File: src/rtl/lut_loader.sv
// lut_loader: loads SIZE complex coefficients, then streams out every +/- coefficient-sum LUT entry.
//
// Parameters:
//   SIZE    - control bits per LUT entry (1..8); the table has 2**SIZE entries.
//   COEFF_W - signed coefficient width; entries are OUT_W = COEFF_W + $clog2(SIZE) + 1 bits.
// Ports:
//   clk, rst               - clock, asynchronous active-high reset
//   start                  - one-cycle request to begin a table build (only honoured when idle)
//   coef_valid/coef_ready  - coefficient handshake; beats arrive in order j = 0..SIZE-1
//   coef_re/coef_im        - signed coefficient beat
//   wr_valid/wr_ready      - LUT entry write handshake
//   wr_addr                - entry index (control-bit selection vector)
//   wr_re/wr_im            - signed entry value
//   busy                   - high whenever a build is in progress
//   done                   - one-cycle pulse after the final entry write
// Build option:
//   LUT_LOADER_HALF_TABLE_EN - write only entries with index MSB = 0; the reader negates for the rest.
module lut_loader #(
    parameter int SIZE = 4,
    parameter int COEFF_W = 24,
    localparam int OUT_W = COEFF_W + $clog2(SIZE) + 1
) (
    input  logic                      clk,
    input  logic                      rst,
    input  logic                      start,
    input  logic                      coef_valid,
    output logic                      coef_ready,
    input  logic signed [COEFF_W-1:0] coef_re,
    input  logic signed [COEFF_W-1:0] coef_im,
    output logic                      wr_valid,
    input  logic                      wr_ready,
    output logic        [SIZE-1:0]    wr_addr,
    output logic signed [OUT_W-1:0]   wr_re,
    output logic signed [OUT_W-1:0]   wr_im,
    output logic                      busy,
    output logic                      done
);
    localparam int CW = (SIZE > 1) ? $clog2(SIZE) : 1;
`ifdef LUT_LOADER_HALF_TABLE_EN
    localparam logic [SIZE-1:0] LAST = SIZE'((2 ** (SIZE - 1)) - 1);
`else
    localparam logic [SIZE-1:0] LAST = '1;
`endif

    typedef enum logic [1:0] {IDLE, LOAD, WRITE, DONE} state_t;

    state_t                    state, state_nx;
    logic [CW-1:0]             cnt;
    logic signed [COEFF_W-1:0] c_re [SIZE];
    logic signed [COEFF_W-1:0] c_im [SIZE];

    always_ff @(posedge clk or posedge rst) begin
        if (rst) state <= IDLE;
        else     state <= state_nx;
    end

    always_comb begin
        state_nx   = state;
        coef_ready = 1'b0;
        wr_valid   = 1'b0;
        busy       = 1'b1;
        done       = 1'b0;
        case (state)
            IDLE: begin
                busy = 1'b0;
                if (start) state_nx = LOAD;
            end
            LOAD: begin
                coef_ready = 1'b1;
                if (coef_valid && cnt == CW'(SIZE - 1)) state_nx = WRITE;
            end
            WRITE: begin
                wr_valid = 1'b1;
                if (wr_ready && wr_addr == LAST) state_nx = DONE;
            end
            DONE: begin
                done     = 1'b1;
                state_nx = IDLE;
            end
            default: state_nx = IDLE;
        endcase
    end

    always_ff @(posedge clk or posedge rst) begin
        if (rst) begin
            cnt     <= '0;
            wr_addr <= '0;
            for (int j = 0; j < SIZE; j++) begin
                c_re[j] <= '0;
                c_im[j] <= '0;
            end
        end else begin
            if (state == IDLE && start) begin
                cnt     <= '0;
                wr_addr <= '0;
            end
            if (coef_ready && coef_valid) begin
                c_re[cnt] <= coef_re;
                c_im[cnt] <= coef_im;
                cnt       <= cnt + CW'(1);
            end
            if (wr_valid && wr_ready) wr_addr <= wr_addr + SIZE'(1);
        end
    end

    // Entry value depends only on stored coefficients and the registered address,
    // so the write data never has a combinational path from an input.
    always_comb begin
        wr_re = '0;
        wr_im = '0;
        for (int j = 0; j < SIZE; j++) begin
            wr_re = wr_addr[j] ? wr_re + OUT_W'(c_re[j]) : wr_re - OUT_W'(c_re[j]);
            wr_im = wr_addr[j] ? wr_im + OUT_W'(c_im[j]) : wr_im - OUT_W'(c_im[j]);
        end
    end
endmodule

File: config.mk
export PLATFORM = sky130hd
export DESIGN_NAME = lut_loader
export DESIGN_NICKNAME = d
export VERILOG_FILES = /design/src/rtl/lut_loader.sv
export SDC_FILE = /design/constraint.sdc
export NUM_CORES = 1
export LEC_CHECK = 0
export CAP_MARGIN = 30
export CORE_ASPECT_RATIO = 0.9
export CORE_MARGIN = 2
export CORE_UTILIZATION = 67
export DETAILED_ROUTE_END_ITERATION = 10
export GPL_TIMING_DRIVEN = 0
export PLACE_DENSITY = 0.88
export REMOVE_ABC_BUFFERS = 1
export SLEW_MARGIN = 20
export SYNTH_ARGS = -nofsm -noshare
export SYNTH_HDL_FRONTEND = slang
export SYNTH_SLANG_ARGS = --single-unit
File: constraint.sdc
create_clock -name clk -period 13.4 [get_ports clk]
set_clock_uncertainty 0.1 [all_clocks]
set_input_delay 1.34 -clock clk [delete_from_list [all_inputs] [get_ports clk]]
set_output_delay 1.34 -clock clk [all_outputs]
set_load 0.01 [all_outputs]
==> out/qor.txt <==
==================================================================================
Maximum root-to-sink buffer count                                                2
Rel. slew slack                                                             0.4332
Top-level I/O count                                                            115
Async S/R FF share, synth                                                    1.000
Post-detailed-route wirelength per cell                                   17.75 um
Setup TNS Final                                                               0 ps
Shortest clock period the worst path allows after layout                   9894 ps
Die area                                                                 29660 um2
Multi-input combinational cell area                                      13410 um2
Share of final-layout standard cells stronger than drive strength 1         0.1210
Flip-flop and latch area                                                  5010 um2
Crit-path most repeated cell                                          sky130_fd_sc_hd__a21oi_1
Maximum number of pins on one net before global-route repair                   106
Cts-stage hold buffer count                                                      0
Final clock period utilization by the worst path                            0.7383
Length of the first detailed-routing pass in iterations                          6
Number of port buffers                                                         114
Hold WC Path Type                                                     flip-flop to flip-flop
Number of warnings printed during yosys synthesis                                0
Drt drc                                                                          0
CP startpoint kind                                                       flip-flop
Clock sink count                                                               200
Post-CTS Setup Repair Bufs                                                       0
Placeable core area                                                      27870 um2
Effective utilization at floorplan                                          0.6802
Type of element capturing the critical path                             output pin
Num rows                                                                        58
WS Path Type                                                          flip-flop to output pin
Diode count                                                                      0
Main synth FF type                                                    sky130_fd_sc_hd__dfrtp_1
Area contributors post-synth                                          sky130_fd_sc_hd__dfrtp_1 (26%), sky130_fd_sc_hd__mux2_2 (12%), sky130_fd_sc_hd__ha_1 (11%)
Via Count                                                                    16300
Kind of cell adding the most delay to the critical path               compound AO/OA/AOI/OAI gates
Critical Path AT                                                           8450 ps
Number of levels the H-tree was split into                                       4
Buffer type at the clock tree root                                    sky130_fd_sc_hd__clkbuf_16
Layout Nets                                                                   2444
Slew @ Worst Pin                                                          848.0 ps
Vias per Instance                                                            6.307
Average cell area after synthesis                                        8.946 um2
Critical path's slowest cell                                          sky130_fd_sc_hd__nor4b_2
Antenna Violating Nets Remaining                                                 0
Antenna violations before repair                                                 0
Overall fraction of global-route tracks in use                              0.3057
Global-route wire length before repair                                    74920 um
EDFF count, synth                                                                0
Fill cells                                                                    1902
Routability cong.                                                           0.8806
Mapped Cells                                                                  2119
Grt ovf                                                                          0
Post-CTS sizing                                                                  0
Via count of the first global-routing pass                                   16270
Sequential area share after synthesis                                       0.2640
FF+latch count, synth                                                          200
Netlist cell types                                                              76
Number of failing hold endpoints at the final stage                              0
Max Clock Freq                                                           101.1 MHz
WL final                                                                  45870 um
Required time reported for the critical path endpoint                     11960 ps
Width of the die                                                          181.3 um
Detailed placement HPWL                                                   34020 um
Critical path buffers and inverters                                              1
Run status                                                               completed
Final setup violation count                                                      0
Number of maximum-capacitance constraint violations                              0
Leading area contributor after synthesis                              sky130_fd_sc_hd__dfrtp_1
Area Growth Syn to Fin                                                      11.67%
DRT iter0 DRCs                                                                1231
RSZ-0062 raised after global routing                                            no
Skew-Pair Late Insertion Delay                                              450 ps
Synth Cell Area                                                          18960 um2
Final slew viol count                                                            0
Die Ht                                                                    163.6 um
Crit Path Max Fanout                                                             7
Slowest stage delay, CP                                                     770 ps
Register clock-pin slew on the reported worst setup and hold paths           70 ps
Fraction of post-synthesis cell area in the top cell type by area           0.2640
Number of buffers added by the clock tree synthesis step                        17
CTS tree                                                                      done
==================================================================================
-- kinds of logic after synthesis --
kind of cell | share of synthesized area
AO/OA/AOI/OAI | 0.1736
buffers and inverters | 0.02997
AND/OR/NAND/NOR | 0.1420
adder cells (fa/ha/maj) | 0.1212
flip-flops | 0.2640
multiplexers | 0.1230
XOR/XNOR | 0.1463
-- registers in the layout (all words and copies together), names as in the netlist --
register,count
c_im,96
c_re,96
cnt,2
state,2
wr_addr,4
-- cells in the final DEF, fill, tap and decap left out, drive strengths merged, types with 20 or more instances in the layout --
cell           synthesis  routed
ha                   174     174
and3                  21      21
o21ai                 69      69
clkdlybuf4s50          0     114
nand3                 22      22
a31oi                 31      31
nor3                  64      64
o21a                  20      20
xnor2                120     120
xor2                 186     186
inv                  101     104
a21oi                208     208
nand2                 68      68
nand2b                22      22
nor2                 225     225
dfrtp                200     200
mux2                 207     207
nor4                  28      28
a21o                  81      81
o21bai                28      28
-- stage by stage --
| stage | area, um2 | setup slack (ps) | cells | hold WS, ps | utilization |
|---|---|---|---|---|---|
| final | 21170 | 3506 | 2584 | 414.4 | 0.7596 |
| after global routing | 21170 | 3035 | 2584 | 444.0 | 0.7596 |
| after CTS | 21170 | 3522 | 2584 | 413.3 | 0.7596 |
| after detailed placement | 20560 | 4086 | 2552 | 398.4 | 0.7379 |
| after global placement | 20360 | 3675 | 2545 | 389.8 | 0.7306 |
| after floorplan | 18770 | 5198 | 2071 | 379.6 | - |
-- area by class of cell --
cell class,instances,share of cell area
Timing Repair Buffer,121,0.06159
Clock buffer,19,0.02045
Tap cell,360,0.02128
Sequential cell,200,0.2367
Multi-Input combinational cell,1770,0.6336
Clock inverter,13,0.008098
Inverter,101,0.01826
-- Yosys cell counts (3+ instances only) --
master                      count
sky130_fd_sc_hd__o21ai_0       69
sky130_fd_sc_hd__fa_1           6
sky130_fd_sc_hd__inv_1        101
sky130_fd_sc_hd__o21a_1        20
sky130_fd_sc_hd__nor4_1        27
sky130_fd_sc_hd__buf_1         10
sky130_fd_sc_hd__a211o_1        4
sky130_fd_sc_hd__nand3b_1       3
sky130_fd_sc_hd__a21oi_1      208
sky130_fd_sc_hd__and2_1         6
sky130_fd_sc_hd__nand4_1       10
sky130_fd_sc_hd__nand3_1       22
sky130_fd_sc_hd__a21o_1        81
sky130_fd_sc_hd__mux2_2       207
sky130_fd_sc_hd__clkbuf_1      36
sky130_fd_sc_hd__o21bai_1      28
sky130_fd_sc_hd__a211oi_1      19
sky130_fd_sc_hd__nor4b_1        3
sky130_fd_sc_hd__a31oi_1       31
sky130_fd_sc_hd__a21boi_0       8
sky130_fd_sc_hd__ha_1         174
sky130_fd_sc_hd__nand2_1       68
sky130_fd_sc_hd__a311oi_1       4
sky130_fd_sc_hd__nor2_1       225
sky130_fd_sc_hd__nor3_1        63
sky130_fd_sc_hd__nand2b_1      22
sky130_fd_sc_hd__dfrtp_1      200
sky130_fd_sc_hd__or4_1         10
sky130_fd_sc_hd__nor2b_1       19
sky130_fd_sc_hd__and3b_1        3
sky130_fd_sc_hd__o211ai_1      12
sky130_fd_sc_hd__o31ai_1       10
sky130_fd_sc_hd__xnor2_1      120
sky130_fd_sc_hd__and3_1        21
sky130_fd_sc_hd__and4_1         8
sky130_fd_sc_hd__xor2_1       186
sky130_fd_sc_hd__nor3b_1        7
sky130_fd_sc_hd__or2_2          5
sky130_fd_sc_hd__o2bb2ai_1      3
sky130_fd_sc_hd__a41oi_1        3
sky130_fd_sc_hd__or3_1         11
sky130_fd_sc_hd__xnor3_1        3
-- path summary, 6_finish.rpt --
path	start	end	slack, ps	cells after the start
min in group asynchronous	rst	c_re[47]	1290	2
max reg2reg	state[1]	c_re[31]	10850	6
max in group asynchronous	rst	c_im[7]	10960	3
min	c_re[77]	c_re[77]	410	1
min reg2reg	c_re[77]	c_re[77]	410	1
max	c_im[74]	wr_im[26]	3510	29
-- layer usage --
metal | routed length [um] | GRT usage
met1 | 19540 | 0.3682
met2 | 22890 | 0.5667
met3 | 2472 | 0.03924
met4 | 961 | 0.09867
met5 | 0 | 0
Power is left out: the tool's default activity adds up to more than one toggle a clock period on the data nets, which glitch-free logic cannot reach.
